## config.mk

```make
export PLATFORM = sky130hd
export DESIGN_NAME = ext_out_uart_tx_flat
export DESIGN_NICKNAME = d
export VERILOG_FILES = /design/src/rtl/ext_out_uart_tx_if.sv /design/src/rtl/ext_out_uart_tx.sv /design/src/flat_wrapper.sv
export SDC_FILE = /design/constraint.sdc
export NUM_CORES = 1
export LEC_CHECK = 0
export ABC_AREA = 1
export CAP_MARGIN = 20
export CORE_AREA = 2 2 78 80
export DETAILED_ROUTE_END_ITERATION = 12
export DIE_AREA = 0 0 80 82
export PLACE_DENSITY = 0.82
export SYNTH_ARGS = -nofsm -noshare
export SYNTH_HDL_FRONTEND = slang
export SYNTH_SLANG_ARGS = --single-unit
```

## constraint.sdc

```tcl
create_clock -name clk -period 2.7 [get_ports clk]
set_clock_uncertainty 0.1 [all_clocks]
set_input_delay 0.54 -clock clk [delete_from_list [all_inputs] [get_ports clk]]
set_output_delay 0.54 -clock clk [all_outputs]
set_load 0.03 [all_outputs]
```

## src/rtl/ext_out_uart_tx_if.sv

```systemverilog
// rtl/ext_out_uart_tx_if.sv - ext_out capture input and UART/status outputs of ext_out_uart_tx
interface ext_out_uart_tx_if #(
   parameter int FIFO_DEPTH = 4
);
   localparam int CW = $clog2(FIFO_DEPTH) + 1;

   logic [7:0]    ext_out;
   logic          tx;
   logic          busy;
   logic          ovf;
   logic [CW-1:0] fifo_count;

   modport master (output ext_out, input tx, busy, ovf, fifo_count);
   modport slave  (input ext_out, output tx, busy, ovf, fifo_count);
endinterface

```

## src/rtl/ext_out_uart_tx.sv

```systemverilog
// rtl/ext_out_uart_tx.sv - change-detecting capture FIFO feeding an 8N1 UART transmitter
module ext_out_uart_tx #(
   parameter int CLKS_PER_BIT = 16,
   parameter int FIFO_DEPTH   = 4
) (
   input logic clk,
   input logic rst,
   ext_out_uart_tx_if.slave bus
);
   localparam int PW = $clog2(FIFO_DEPTH);
   localparam int CW = PW + 1;
   localparam int BW = (CLKS_PER_BIT > 1) ? $clog2(CLKS_PER_BIT) : 1;
   localparam logic [CW-1:0] DEPTH_C   = CW'(FIFO_DEPTH);
   localparam logic [BW-1:0] BAUD_LAST = BW'(CLKS_PER_BIT - 1);

   typedef enum logic [1:0] {IDLE, START, DATA, STOP} state_t;

   state_t        state_q, state_d;
   logic [BW-1:0] baud_q, baud_d;
   logic [2:0]    bit_q, bit_d;
   logic [7:0]    shift_q, shift_d;
   logic          tx_q, tx_d;

   logic [7:0]    last_val;
   logic [7:0]    mem [FIFO_DEPTH];
   logic [PW-1:0] wr_ptr, rd_ptr;
   logic [CW-1:0] count_q;
   logic          ovf_q;

   logic push_req, pop, push_ok;

   // ext_out has no strobe: any difference from the last seen value is a new byte
   assign push_req = (bus.ext_out != last_val);
   // the transmitter only takes a byte while idle, so a byte pushed into an empty FIFO waits one edge
   assign pop      = (state_q == IDLE) && (count_q != '0);
   // a full FIFO can still accept when the head leaves on the same edge
   assign push_ok  = push_req && ((count_q < DEPTH_C) || pop);

   assign bus.tx         = tx_q;
   assign bus.ovf        = ovf_q;
   assign bus.fifo_count = count_q;
   assign bus.busy       = (state_q != IDLE) || (count_q != '0);

   // capture register, FIFO pointers, occupancy and sticky overflow
   always_ff @(posedge clk or negedge rst) begin
      if (!rst) begin
         last_val <= 8'h00;
         wr_ptr   <= '0;
         rd_ptr   <= '0;
         count_q  <= '0;
         ovf_q    <= 1'b0;
      end else begin
         if (push_req) last_val <= bus.ext_out;
         if (push_req && !push_ok) ovf_q <= 1'b1;
         if (push_ok) wr_ptr <= wr_ptr + 1'b1;
         if (pop) rd_ptr <= rd_ptr + 1'b1;
         case ({push_ok, pop})
            2'b10:   count_q <= count_q + 1'b1;
            2'b01:   count_q <= count_q - 1'b1;
            default: count_q <= count_q;
         endcase
      end
   end

   // FIFO storage; contents are meaningless until written, so no reset
   always_ff @(posedge clk) begin
      if (push_ok) mem[wr_ptr] <= bus.ext_out;
   end

   // transmitter state register; tx is registered so the line never glitches
   always_ff @(posedge clk or negedge rst) begin
      if (!rst) begin
         state_q <= IDLE;
         baud_q  <= '0;
         bit_q   <= '0;
         shift_q <= '0;
         tx_q    <= 1'b1;
      end else begin
         state_q <= state_d;
         baud_q  <= baud_d;
         bit_q   <= bit_d;
         shift_q <= shift_d;
         tx_q    <= tx_d;
      end
   end

   // next-state logic; tx_d is the line level for the period that begins at the coming edge
   always_comb begin
      state_d = state_q;
      baud_d  = baud_q;
      bit_d   = bit_q;
      shift_d = shift_q;
      tx_d    = tx_q;
      case (state_q)
         IDLE: begin
            tx_d = 1'b1;
            if (pop) begin
               state_d = START;
               baud_d  = '0;
               bit_d   = '0;
               shift_d = mem[rd_ptr];
               tx_d    = 1'b0;
            end
         end
         START: begin
            if (baud_q == BAUD_LAST) begin
               state_d = DATA;
               baud_d  = '0;
               tx_d    = shift_q[0];
            end else begin
               baud_d = baud_q + 1'b1;
            end
         end
         DATA: begin
            if (baud_q == BAUD_LAST) begin
               baud_d = '0;
               if (bit_q == 3'd7) begin
                  state_d = STOP;
                  tx_d    = 1'b1;
               end else begin
                  bit_d   = bit_q + 1'b1;
                  shift_d = {1'b0, shift_q[7:1]};
                  tx_d    = shift_q[1];
               end
            end else begin
               baud_d = baud_q + 1'b1;
            end
         end
         STOP: begin
            if (baud_q == BAUD_LAST) begin
               state_d = IDLE;
               baud_d  = '0;
               tx_d    = 1'b1;
            end else begin
               baud_d = baud_q + 1'b1;
            end
         end
         default: begin
            state_d = IDLE;
            tx_d    = 1'b1;
         end
      endcase
   end
endmodule

```

## src/flat_wrapper.sv

```systemverilog
// flat-port wrapper written by rule: the top's interface ports become plain ports
module ext_out_uart_tx_flat 
#(
   parameter int CLKS_PER_BIT = 16,
   parameter int FIFO_DEPTH   = 4
)
  (clk, rst, bus_ext_out, bus_tx, bus_busy, bus_ovf, bus_fifo_count);
  ext_out_uart_tx_if #(.FIFO_DEPTH(FIFO_DEPTH)) bus_i ();
  input logic clk;
  input logic rst;
  input wire logic [$bits(bus_i.ext_out)-1:0] bus_ext_out;
  output wire logic [$bits(bus_i.tx)-1:0] bus_tx;
  output wire logic [$bits(bus_i.busy)-1:0] bus_busy;
  output wire logic [$bits(bus_i.ovf)-1:0] bus_ovf;
  output wire logic [$bits(bus_i.fifo_count)-1:0] bus_fifo_count;
  assign bus_i.ext_out = bus_ext_out;
  assign bus_tx = bus_i.tx;
  assign bus_busy = bus_i.busy;
  assign bus_ovf = bus_i.ovf;
  assign bus_fifo_count = bus_i.fifo_count;
  ext_out_uart_tx #(.CLKS_PER_BIT(CLKS_PER_BIT), .FIFO_DEPTH(FIFO_DEPTH)) u_core (.clk(clk), .rst(rst), .bus(bus_i));
endmodule
```

==> summary.md <==
| Metric | Value |
|---|---|
| Sinks on the clock net | 66 |
| Fin crit share | between 80% and 90% |
| Global-route wire length before repair | approximately 9500 um |
| Overall fraction of global-route tracks in use | between 10% and 20% |
| Maximum number of pins on one net before global-route repair | 35 |
| Count of flip-flops with a built-in enable after synthesis | 32 |
| Clock latency on the worst-skew pair | between 0.3 and 0.4 ns |
| Detailed Route Iter0 Violations | 116 |
| Maximum clock rate | 413 MHz |
| Net Sw Frac | between 20% and 30% |
| WP data arrival | about 2.5 ns |
| Worst slew margin relative to its limit | between 50% and 60% |
| Area added between synthesis and finish | 15.4% |
| Dominant cell by count in the synthesized netlist | sky130_fd_sc_hd__nand2_1 |
| Top cells by area in the synthesized netlist | sky130_fd_sc_hd__edfxtp_1 31%, sky130_fd_sc_hd__dfrtp_1 27%, sky130_fd_sc_hd__nand2_1 12%, sky130_fd_sc_hd__ha_1 5.3%, sky130_fd_sc_hd__nand3_1 4.4% |
| Critical Path End Type | flip-flop |
| Area of the multi-input gates | between 1000 and 1500 um^2 |
| Stage delay of the slowest cell on the critical path | ~0.5 ns |
| Dominant synthesized flop cell | sky130_fd_sc_hd__dfrtp_1 |
| Drt via density | about 5 |
| Number of buffers and inverters on the critical path | 2 |
| Dpl hpwl | between 3000 and 4000 um |
| # DRC | 0 |
| Power per cell area | roughly 550 nW/um^2 |
| Crit path launch | bus_ext_out[1] |
| Number of optimization iterations in the first detailed-route pass | 4 |
| Area of the die | approximately 6600 um^2 |
| Synthesis-stage register bit count | 66 |
| Async set-or-reset flop fraction in the synthesized netlist | about half |
| Number of violations of the max-capacitance limit | 0 |
| Warnings, synthesis | 0 |
| Largest fanout of any net on the critical path | 3 |
| Cells along the critical path | clkdlybuf4s50_1, inv_1, nand2_1, nand2_1, nand2_1, nor2_1, nand2_1, nand2_2, ha_1, fa_1, a21oi_1, o21ai_0, xor2_1 |
| Static leakage power | around 1.6 nW |
| Max clock buf depth | 2 |
| Critical Path Most Common Cell | sky130_fd_sc_hd__nand2_1 |
| CTS tree | built |
| Ant. Diodes | 0 |
| Peak supply drop | approximately 400 uV |
| Wire length on met1 | about 2400 um |
| Worst Setup Path Type | in -> reg |
| Critical Path Source Type | primary input |
| Required time reported for the critical path endpoint | about 2.8 ns |
| Result of the run | finished clean |
| Fraction of layout instances using a drive strength above 1 | 14.9% |
| Total net switching power | 0.427 mW |
| Max-slew violations | 0 |
| Cell taking the most area after synthesis | sky130_fd_sc_hd__edfxtp_1 |
| Pwr Total | just under 2 mW |
| Total grt overflow | 0 |
| Top Family by Delay on Critical Path | adder cells |
| Post-synthesis instance area | 3080 um^2 |
| Post-synthesis cell type count | 31 |
| Worst Slack Setup Final | 0.279 ns |
| Post-DRT Antenna Nets | 0 |
| Transition at the pin with the smallest max-transition slack | 0.665 ns |
| Mean routed wirelength per cell | about 14 um |
| Final hold violation count | 0 |
| Number of antenna violations at the first check in global routing | 0 |
| Worst setup slack before clock tree synthesis | -0.0529 ns |
| Core outline area | between 5000 and 6000 um^2 |
| Top cells by count, synth | 96 x sky130_fd_sc_hd__nand2_1, 33 x sky130_fd_sc_hd__dfrtp_1, 32 x sky130_fd_sc_hd__edfxtp_1 |
| X dimension of the die | approximately 80 um |
| Clock root cell | sky130_fd_sc_hd__clkbuf_8 |
| Aggregate negative setup slack | 0 ns |
| Slowest cell on crit path | sky130_fd_sc_hd__clkdlybuf4s50_1 |
| Number of buffers created by CTS | 9 |
| Syn_nets | 327 |
| Total length of routed wires | between 5000 and 6000 um |
| Post-Synthesis Cells | 303 |
| Synth top area share | between 30% and 40% |
| Part of the total power dissipated in combinational logic | about 3.0% |
| Clock slew at reported path FFs | ~0.07 ns |
| Postcts setup bufs | 0 |
| Net count of the finished layout | 354 |
| Weighted congestion at the end of routability-driven global placement | just under 0.8 |
| Unrepaired setup endpoints after global routing | no |
| Met2 Routed Length | around 2700 um |
| Share of power burned in the clock network | 42.3% |
| Number of H-tree branching levels | 3 |
| Sequential cell area fraction in the yosys report | between 50% and 60% |
| Layout fillers | ~470 |
| Ports placed on the boundary | 16 |
| Total of endpoints with negative setup slack in the final report | 0 |
| Start point of the worst min-delay path | u_core.bus.ovf |
| Effective utilization at floorplan | approximately 54% |
| Storage element area | 1810 um^2 |
| Met3 routed WL | approximately 280 um |
| Avg Synthesized Cell Area | between 10 and 15 um^2 |
| Rows | 28 |
| Via count of the first global-routing pass | ~2100 |
| Final critical path time including I/O delays and setup | 2.42 ns |
| Class of the tightest hold or removal check | reg -> reg |
| Cell internal power dissipation | approximately 1.5 mW |
| Top Metal Used | met4 |
| Vertical die dimension | between 80 and 90 um |
| Count of vias placed by the detailed router | 2092 |
| Critical R2R Launch | u_core.state_q[1] |
| IO Port Bufs | 15 |
| Sequential share of power | a little over half |
[tightest hold or removal path, stage by stage, from the launching register on]
cell	delay (ns)
sky130_fd_sc_hd__dfrtp_1	0.34
sky130_fd_sc_hd__inv_1	0.04
sky130_fd_sc_hd__nand2_1	0.06
[worst paths after layout]
check	to	slack, ns	cells past startpoint
worst max-delay path	u_core.bus.fifo_count[2]	0.28	13
worst min-delay path	u_core.bus.ovf	0.37	2
worst max register to register	u_core.bus.fifo_count[2]	0.31	10
worst min register to register	u_core.bus.ovf	0.37	2
max in group asynchronous	u_core.bus.tx	1.66	2
min in group asynchronous	u_core.last_val[6]	0.50	2
[power by group through the flow]
| stage | clock network, mW | logic, mW | registers [mW] |
|---|---|---|---|
| after global routing | 0.879 | 0.0659 | 1.06 |
| final | 0.824 | 0.0586 | 1.06 |
| after detailed placement | 0 | 0.0593 | 1.09 |
| after CTS | 0.838 | 0.0598 | 1.06 |
| after floorplan | 0 | 0.0178 | 1.08 |
| after global placement | 0 | 0.0576 | 1.08 |
[layer usage]
| metal | track usage (%) | up-vias |
|---|---|---|
| met1 | 24.4 | 987 |
| met4 | 10.2 | 0 |
| met2 | 31.0 | 63 |
| met5 | 0 | - |
| li1 | - | 1027 |
| met3 | 5.71 | 15 |
[cell families (layout without fill, tap and decap cells)]
kind of cell	Yosys count	count (layout)	synth area share (%)
and+or+nand+nor	147	147	20.8
adders and majority gates	14	14	5.93
buffers and inverters	44	76	6.58
muxes	1	1	0.325
xor gates and xnor gates	9	9	2.56
DFF	66	66	58.9
AOI/OAI and AO/OA	22	22	4.96
[sequential cells by signal (all words and copies together) (netlist names)]
register	cells
u_core.bus.fifo_count	3
u_core.last_val	8
u_core.baud_q	4
u_core.shift_q	8
u_core.state_q	2
u_core.bus.ovf	1
u_core.bit_q	3
u_core.wr_ptr	2
u_core.mem	32
u_core.rd_ptr	2
u_core.bus.tx	1
[through the flow]
stage | cells | utilization (%) | hold slack [ns] | cell area [um^2]
after floorplan | 303 | - | 0.144 | 3080
after global placement | 394 | 58.4 | 0.352 | 3350
after detailed placement | 394 | 58.4 | 0.352 | 3350
after CTS | 410 | 61.8 | 0.369 | 3550
after global routing | 410 | 61.8 | 0.407 | 3550
final | 410 | 61.8 | 0.367 | 3550
[repair_timing]
action / CTS / global route
endpoints found under the setup margin: 0 / 1
resized for setup: 0 / 1
hold buffers: 0 / 0
[cells in the final DEF, fill, tap and decap left out, types with 2 or more instances in the layout]
| master | synthesis | layout |
|---|---|---|
| sky130_fd_sc_hd__o21ai_1 | 3 | 3 |
| sky130_fd_sc_hd__ha_1 | 13 | 13 |
| sky130_fd_sc_hd__xnor2_1 | 6 | 6 |
| sky130_fd_sc_hd__inv_1 | 24 | 24 |
| sky130_fd_sc_hd__nand3_1 | 27 | 27 |
| sky130_fd_sc_hd__clkbuf_8 | 0 | 9 |
| sky130_fd_sc_hd__nand2_2 | 5 | 5 |
| sky130_fd_sc_hd__inv_2 | 3 | 3 |
| sky130_fd_sc_hd__o21ai_0 | 5 | 5 |
| sky130_fd_sc_hd__edfxtp_1 | 32 | 32 |
| sky130_fd_sc_hd__nor2_1 | 15 | 15 |
| sky130_fd_sc_hd__o21ai_2 | 3 | 3 |
| sky130_fd_sc_hd__dfrtp_1 | 33 | 33 |
| sky130_fd_sc_hd__clkdlybuf4s50_1 | 0 | 14 |
| sky130_fd_sc_hd__inv_4 | 2 | 2 |
| sky130_fd_sc_hd__a21oi_1 | 7 | 7 |
| sky130_fd_sc_hd__buf_4 | 2 | 16 |
| sky130_fd_sc_hd__nand2_1 | 96 | 96 |
| sky130_fd_sc_hd__clkinv_4 | 0 | 3 |
| sky130_fd_sc_hd__xor2_1 | 3 | 3 |
[layout make-up]
type	instances	area share, %
well taps	75	2.64
flip-flops and latches	66	51.0
clock inverters	6	1.94
inverters	29	3.20
repair buffers	31	7.68
clock buffers	10	3.59
multi-input cells	193	29.9
Note: power is estimated with default switching activity, not from simulation.
